<file path="config.mk">
export PLATFORM = sky130hd
export DESIGN_NAME = sync_series_carry_updown_counter_flat
export DESIGN_NICKNAME = d
export VERILOG_FILES = /design/src/rtl/sync_series_carry_updown_counter_if.sv /design/src/rtl/sync_series_carry_updown_counter.sv /design/src/flat_wrapper.sv
export SDC_FILE = /design/constraint.sdc
export NUM_CORES = 1
export LEC_CHECK = 0
export ABC_AREA = 1
export ABC_CLOCK_PERIOD_IN_PS = 2600
export BUFFER_PORTS_ARGS = -buffer_cell sky130_fd_sc_hd__buf_4
export CELL_PAD_IN_SITES_DETAIL_PLACEMENT = 0
export CELL_PAD_IN_SITES_GLOBAL_PLACEMENT = 1
export CORE_AREA = 2 2 39 41
export CTS_CLUSTER_SIZE = 14
export DETAILED_ROUTE_END_ITERATION = 10
export DIE_AREA = 0 0 41 43
export GPL_ROUTABILITY_DRIVEN = 0
export PLACE_DENSITY = 0.67
export REMOVE_ABC_BUFFERS = 1
export SLEW_MARGIN = 20
export SYNTH_ARGS = -nofsm -noshare
export SYNTH_HDL_FRONTEND = slang
export SYNTH_SLANG_ARGS = --single-unit
</file>
<file path="constraint.sdc">
create_clock -name clk -period 2.6 [get_ports clk]
set_clock_uncertainty 0.15 [all_clocks]
set_input_delay 0.13 -clock clk [delete_from_list [all_inputs] [get_ports clk]]
set_output_delay 0.13 -clock clk [all_outputs]
set_load 0.005 [all_outputs]
</file>
<file path="src/rtl/sync_series_carry_updown_counter_if.sv">
// sync_series_carry_updown_counter_if: control and status bundle for the series-carry up/down counter
interface sync_series_carry_updown_counter_if #(parameter int WIDTH = 4);
  logic en, up_dn, load;
  logic [WIDTH-1:0] load_val, out;
  logic tc, wrap;
  modport master (output en, up_dn, load, load_val, input out, tc, wrap);
  modport slave (input en, up_dn, load, load_val, output out, tc, wrap);
endinterface

</file>
<file path="src/rtl/sync_series_carry_updown_counter.sv">
// sync_series_carry_updown_counter: T-flop series-carry up/down counter with load, modulus and wrap flag; SERIES_CNT_SATURATE_EN selects saturating mode
module sync_series_carry_updown_counter #(
  parameter int WIDTH = 4,
  parameter longint unsigned MODULUS = 64'd1 << WIDTH
) (
  input logic clk,
  input logic rst_n,
  sync_series_carry_updown_counter_if.slave bus
);
  if (WIDTH < 1 || WIDTH > 32 || MODULUS < 64'd2 || MODULUS > (64'd1 << WIDTH)) begin : g_bad_cfg
    $error("sync_series_carry_updown_counter: WIDTH must be 1..32 and MODULUS 2..2**WIDTH");
  end
  localparam logic [WIDTH-1:0] MAX = WIDTH'(MODULUS - 64'd1);
  logic [WIDTH-1:0] out_q, out_d, tog_up, tog_dn, chain, lv_clamped;
  logic wrap_q, wrap_d, at_term;
  assign tog_up[0] = 1'b1;
  assign tog_dn[0] = 1'b1;
  for (genvar g = 1; g < WIDTH; g++) begin : g_chain
    assign tog_up[g] = &out_q[g-1:0];
    assign tog_dn[g] = ~|out_q[g-1:0];
  end
  // next state: load beats count; the terminal value overrides the toggle chain
  always_comb begin
    at_term = bus.up_dn ? (out_q == MAX) : (out_q == '0);
    chain = out_q ^ (bus.up_dn ? tog_up : tog_dn);
    lv_clamped = (bus.load_val > MAX) ? MAX : bus.load_val;
`ifdef SERIES_CNT_SATURATE_EN
    out_d = bus.load ? lv_clamped : (~bus.en | at_term) ? out_q : chain;
    wrap_d = 1'b0;
`else
    out_d = bus.load ? lv_clamped : ~bus.en ? out_q : at_term ? (bus.up_dn ? '0 : MAX) : chain;
    wrap_d = bus.en & ~bus.load & at_term;
`endif
  end
  // count and wrap-pulse registers, cleared asynchronously
  always_ff @(posedge clk or negedge rst_n) begin
    if (!rst_n) begin
      out_q <= '0;
      wrap_q <= 1'b0;
    end else begin
      out_q <= out_d;
      wrap_q <= wrap_d;
    end
  end
  assign bus.out = out_q;
  assign bus.wrap = wrap_q;
  assign bus.tc = bus.en & at_term;
endmodule
</file>
<file path="src/flat_wrapper.sv">
// flat-port wrapper written by rule: the top's interface ports become plain ports
module sync_series_carry_updown_counter_flat 
#(
  parameter int WIDTH = 4,
  parameter longint unsigned MODULUS = 64'd1 << WIDTH
)
  (clk, rst_n, bus_en, bus_up_dn, bus_load, bus_load_val, bus_out, bus_tc, bus_wrap);
  sync_series_carry_updown_counter_if #(.WIDTH(WIDTH)) bus_i ();
  input logic clk;
  input logic rst_n;
  input wire logic [$bits(bus_i.en)-1:0] bus_en;
  input wire logic [$bits(bus_i.up_dn)-1:0] bus_up_dn;
  input wire logic [$bits(bus_i.load)-1:0] bus_load;
  input wire logic [$bits(bus_i.load_val)-1:0] bus_load_val;
  output wire logic [$bits(bus_i.out)-1:0] bus_out;
  output wire logic [$bits(bus_i.tc)-1:0] bus_tc;
  output wire logic [$bits(bus_i.wrap)-1:0] bus_wrap;
  assign bus_i.en = bus_en;
  assign bus_i.up_dn = bus_up_dn;
  assign bus_i.load = bus_load;
  assign bus_i.load_val = bus_load_val;
  assign bus_out = bus_i.out;
  assign bus_tc = bus_i.tc;
  assign bus_wrap = bus_i.wrap;
  sync_series_carry_updown_counter #(.WIDTH(WIDTH), .MODULUS(MODULUS)) u_core (.clk(clk), .rst_n(rst_n), .bus(bus_i));
endmodule
</file>
==> results of run 1 <==
## power groups by stage
| stage | logic, mW | clock network (mW) | registers (mW) |
|---|---|---|---|
| after floorplan | 0.0439 | 0 | 0.0995 |
| final | 0.0826 | 0.0905 | 0.100 |
| after detailed placement | 0.0797 | 0 | 0.102 |
| after CTS | 0.0836 | 0.0941 | 0.101 |
| after global placement | 0.0818 | 0 | 0.101 |
| after global routing | 0.0977 | 0.102 | 0.102 |
## layout by cell type (no fill, tap or decap), drive strengths merged
cell         instances
dlygate4sd3          3
nor2                10
buf                 14
a22oi                1
o22ai                1
dfrtp                5
clkbuf               4
nand4                1
nor3                 1
nand2               18
o21ai                3
nand3                7
inv                 10
## worst register-to-register path, cell delays in order, from the launching register on
cell and delay (ns):
dfrtp_1 0.42, nor2_1 0.15, nand3_1 0.12, nand2_1 0.10
inv_1 0.06, nand2_1 0.05, nand2_1 0.04, o21ai_0 0.08
## layer usage
metal	vias up	track usage	wire (µm)
li1	222	-	-
met1	174	0.212	448
met2	11	0.169	374
met3	0	0.0785	78
met4	0	0.0400	0
met5	-	0	0
## area by class of cell
cell class | count | area, µm² | area share
Timing Repair Buffer | 17 | 135 | 0.253
Tap cell | 16 | 20.0 | 0.0375
Inverter | 10 | 37.5 | 0.0703
Sequential cell | 5 | 125 | 0.234
Clock buffer | 4 | 26.3 | 0.0492
Multi-Input combinational cell | 42 | 190 | 0.356
## cell usage after synthesis
cell     instances
a22oi_1          1
dfrtp_1          5
inv_1            9
inv_2            1
nand2_1         17
nand2_2          1
nand3_1          7
nand4_1          1
nor2_1           9
nor2_2           1
nor3_2           1
o21ai_0          2
o21ai_1          1
o22ai_1          1
## worst max path at each step
stage / startpoint / to / cells past startpoint
3_3_place_gp: u_core.bus.out[1]$_DFFE_PN0P_ / bus_tc / 6
6_report: u_core.bus.out[1]$_DFFE_PN0P_ / bus_tc / 6
5_1_grt: u_core.bus.out[1]$_DFFE_PN0P_ / bus_tc / 6
3_5_place_dp: u_core.bus.out[1]$_DFFE_PN0P_ / bus_tc / 6
4_1_cts: u_core.bus.out[1]$_DFFE_PN0P_ / bus_tc / 6
2_1_floorplan: u_core.bus.out[1]$_DFFE_PN0P_ / bus_tc / 5
## sequential cells by signal (all words and copies together), names as in the netlist
register and count:
u_core.bus.out 4, u_core.bus.wrap 1
## metrics by stage
stage / setup WS, ns / cells
6_report: 0.998 / 94
2_1_floorplan: 1.45 / 57
5_1_grt: 0.901 / 94
3_3_place_gp: 1.26 / 87
4_1_cts: 0.998 / 94
3_5_place_dp: 1.26 / 87
## logic make-up after synthesis
kind of cell / count (synthesis) / synth area share
AOI/OAI and AO/OA: 5 / 0.0816
DFF: 5 / 0.355
buffers and inverters: 10 / 0.106
and+or+nand+nor: 37 / 0.457
## timing repair
action | in CTS | in global routing
endpoints found under the setup margin | 0 | 0
gates resized for setup | 0 | 0
hold endpoints to repair | 7 | 0
hold buffers | 3 | 0
==> impl_metrics.tcl, run 1 <==
set metrics [dict create \
    relSlewSlack 0.855 \
    clk-insertion-delay-late_ns 0.24 \
    utilization 0.386 \
    min_period_over_period 0.616 \
    synth_cell_type_count 14 \
    grt_pass1_wl_um 1680 \
    post_dp_cell_area_um2 478 \
    reg2regPathDepth 7 \
    diodes 0 \
    drive_gt1_frac 0.269 \
    coreArea_um2 1380 \
    drv_slew 0 \
    reg2reg_from "u_core.bus.out[1]$_DFFE_PN0P_" \
    power.density_nw_per_um2 512 \
    grt_usage 0.141 \
    slowest_delay_ns 0.42 \
    cp_data_arrival_time_ns 1.32 \
    timing_hold_violations_final 0 \
    setup.worst_path.class "reg -> out" \
    p_comb_frac 0.302 \
    syn_avg_cell_area_um2 6.19 \
    num_io_pins 15 \
    synth-seq-cells 5 \
    setup_tns_ns 0 \
    p_sw_frac 0.319 \
    cpLargestDelayFamily "flip-flops" \
    worstReg2RegEnd "u_core.bus.out[1]$_DFFE_PN0P_" \
    intPower_uw 186 \
    hold_path_depth 4 \
    netlist_instances 57 \
    crit_top_cell "nor2_1" \
    path_max_fanout 5 \
    n_fill_cell 170 \
    wl_um 901 \
    synth_area_um2 353 \
    hold_class "in -> reg" \
    ant_nets 0 \
    endpoint_kind "output pin" \
    start_util 0.255 \
    max_cap_violations 0 \
    synth_top_cells_by_area "dfrtp_1 35%, nand2_1 18%, nand3_1 9.9%" \
    antenna_found_initial 0 \
    hp-start "bus_en" \
    cp-start-kind "flip-flop" \
    post-route-drc-count 0 \
    critPathRequiredTime_ns 2.32 \
    yosysTopAreaCellShare 0.355 \
    status "completed" \
    fin_total_pwr_uw 273 \
    path_clk_slew_ns 0.04 \
    worst_pin_slew_ns 0.218 \
    vias 407 \
    grt_overflow 0 \
    grt_pass1_vias 391 \
    rsz0062_at_grt "no" \
    clock.fmax_ghz 0.624 \
    post-route-cell-area_um2 534 \
    ctsRootBufferMaster "clkbuf_4" \
    dr.pass1.iters 2 \
    p_leak_nw 0.301 \
    numCtsBuffers 3 \
    avgRoutedWirePerCell_um 9.59 \
    clk_path_buf_depth 2 \
    cts_tree "yes" \
    place_hpwl_um 732 \
    htreeDepth 1 \
    seq_area_frac_synth 0.355 \
    nets 88 \
    p_clk_frac 0.331 \
    crit_chain "nor2_1, nand3_1, o21ai_1, inv_1, nor2_1, buf_4" \
    drtIter0Drc 6 \
    grt_max_degree 7 \
    via_per_inst 4.33 \
    syn2layout_area_growth_pct 51.4 \
    die_h_um 43 \
    finalSetupViolations 0 \
    slowest_stage "dfrtp_1" \
    peakVddDrop_mv 0.326 \
    min_to "u_core.bus.out[2]$_DFFE_PN0P_" \
    synth_top_area_cell "dfrtp_1" \
    cts_num_sinks 5 \
    rows 14 \
    die_area_um2 1760 \
    p_sw_uw 87.3 \
    seqPwrFrac 0.367 \
    io_buffers 14 \
    critical_path_buf_inv_count 2 \
    hold-worst-slack_ns 0.0198 \
    synth_warnings 0 \
    regToRegSetupSlack_ns 1.35 \
    period_minus_slack_ns 1.60 \
    die_w_um 41 \
    post_cts_buffers 0 \
]
Power figures use the tool's default switching activity.
==> inputs of run 2 (changes only) <==
ABC_CLOCK_PERIOD_IN_PS = 1600   (was 2600)
clock period = 1.6 ns   (was 2.6 ns; I/O delays follow)
==> run 2 against run 1 <==
  * Count of clock-buffer cells in the layout did not move
  * Wire length rose by 6.0%
  * Flip-flop and latch count did not move
  * Die area did not move
  * Sequential share of layout area fell by 0.93 points
  * Hold slack got worse by 0.0074 ns
  * First-iteration DRC count rose by 17%
  * Global-route usage fell by 0.73 points
  * Design area rose by 7.3%
  * Combinational power rose by 86%
  * Largest power group unchanged
  * Highest routed layer unchanged
==> impl_metrics.tcl, run 2 (synthesized netlist as in run 1, its figures left out) <==
set metrics [dict create \
    path_max_fanout 5 \
    post_dp_cell_area_um2 478 \
    cp-start-kind "flip-flop" \
    worst_pin_slew_ns 0.220 \
    start_util 0.255 \
    setup_ws_ns 0.104 \
    critPathRequiredTime_ns 1.37 \
    clock.fmax_ghz 0.668 \
    hold_path_depth 5 \
    coreArea_um2 1380 \
    grt_max_degree 7 \
    p_comb_frac 0.335 \
    numCtsBuffers 3 \
    die_h_um 43 \
    hold-worst-slack_ns 0.0124 \
    instances_no_fill 97 \
    path_clk_slew_ns 0.04 \
    htreeDepth 1 \
    relSlewSlack 0.853 \
    avgRoutedWirePerCell_um 9.85 \
    io_buffers 14 \
    finalSetupViolations 0 \
    utilization 0.414 \
    status "completed" \
    die_area_um2 1760 \
    peakVddDrop_mv 0.368 \
    endpoint_kind "output pin" \
    min_to "u_core.bus.out[2]$_DFFE_PN0P_" \
    period_minus_slack_ns 1.50 \
    hp-start "bus_load_val[2]" \
    setup.worst_path.class "reg -> out" \
    timing_hold_violations_final 0 \
    p_clk_frac 0.305 \
    clk_path_buf_depth 2 \
    place_hpwl_um 732 \
    max_cap_violations 0 \
    pre_cts_slack_ns 0.319 \
    grt_usage 0.134 \
    reg2reg_from "u_core.bus.out[1]$_DFFE_PN0P_" \
    p_leak_nw 0.312 \
    antenna_found_initial 0 \
    post-route-cell-area_um2 573 \
    rsz0062_at_grt "no" \
    rows 14 \
    setup_tns_ns 0 \
    dpl.cell_count 87 \
    cts_num_sinks 5 \
    drv_slew 0 \
    reg2regPathDepth 7 \
    final_cell_mix "17 x nand2_1, 16 x buf_4, 9 x inv_1" \
    multi_input_area_um2 200 \
    clk-insertion-delay-late_ns 0.24 \
    grt_pass1_wl_um 1610 \
    wl_um 955 \
    grt_pass1_vias 390 \
    hold_class "in -> reg" \
    vias 419 \
    post-route-drc-count 0 \
    worstReg2RegEnd "u_core.bus.out[1]$_DFFE_PN0P_" \
    fin_total_pwr_uw 460 \
    ant_nets 0 \
    die_w_um 41 \
    dr.pass1.iters 4 \
    final_common_cell "nand2_1" \
    p_sw_frac 0.312 \
    ctsRootBufferMaster "clkbuf_4" \
    largest_reg_flops 4 \
    via_per_inst 4.32 \
    min_period_over_period 0.935 \
    seqPwrFrac 0.360 \
    num_io_pins 15 \
    n_fill_cell 159 \
    regToRegSetupSlack_ns 0.35 \
    diodes 0 \
    power.density_nw_per_um2 802 \
    cp_data_arrival_time_ns 1.27 \
    p_sw_uw 143 \
    syn2layout_area_growth_pct 62.4 \
    grt_overflow 0 \
    seqCellArea_um2 129 \
    nets 91 \
    drive_gt1_frac 0.358 \
    drtIter0Drc 7 \
    intPower_uw 316 \
    cts_tree "yes" \
]
## run 2: worst max path at each step
stage / startpoint / endpoint / slack [ns] / depth (start not counted)
after floorplan: u_core.bus.out[0]$_DFFE_PN0P_ / u_core.bus.out[2]$_DFFE_PN0P_ / 0.48 / 8
after global placement: u_core.bus.out[1]$_DFFE_PN0P_ / u_core.bus.out[1]$_DFFE_PN0P_ / 0.31 / 7
after detailed placement: u_core.bus.out[1]$_DFFE_PN0P_ / bus_tc / 0.32 / 6
after CTS: u_core.bus.out[1]$_DFFE_PN0P_ / bus_tc / 0.06 / 6
after global routing: u_core.bus.out[1]$_DFFE_PN0P_ / bus_tc / 0.003 / 6
final: u_core.bus.out[1]$_DFFE_PN0P_ / bus_tc / 0.10 / 6
## run 2: cell type report
type	instances	share of cell area
clock buffers	4	0.0459
inverters	10	0.0655
repair buffers	20	0.279
well taps	16	0.0349
flip-flops and latches	5	0.225
multi-input cells	42	0.349
## run 2: critical path: stages (launching register included)
cell and delay (ns):
dfrtp_2 0.43, nor2_2 0.15, nand3_2 0.09, o21ai_1 0.09, inv_1 0.08, nor2_1 0.09
buf_4 0.11
## run 2: routing by layer
metal	track usage	share of wire
met4	0	0
met5	0	0
met2	0.178	0.44
met1	0.198	0.49
met3	0.0785	0.071
## run 2: repair_timing
| item | 4_1_cts | 5_1_grt |
|---|---|---|
| hold buffers | 4 | 0 |
| setup endpoints to repair | 0 | 1 |
| resized for setup | 0 | 6 |
| hold endpoints to repair | 8 | 0 |
| buffers inserted | 0 | 2 |
## run 2: power groups by stage
stage / registers, mW / clock network, mW / logic [mW]
after floorplan: 0.162 / 0 / 0.0713
after global placement: 0.165 / 0 / 0.133
after detailed placement: 0.165 / 0 / 0.130
after CTS: 0.163 / 0.148 / 0.138
after global routing: 0.168 / 0.162 / 0.177
final: 0.165 / 0.140 / 0.154
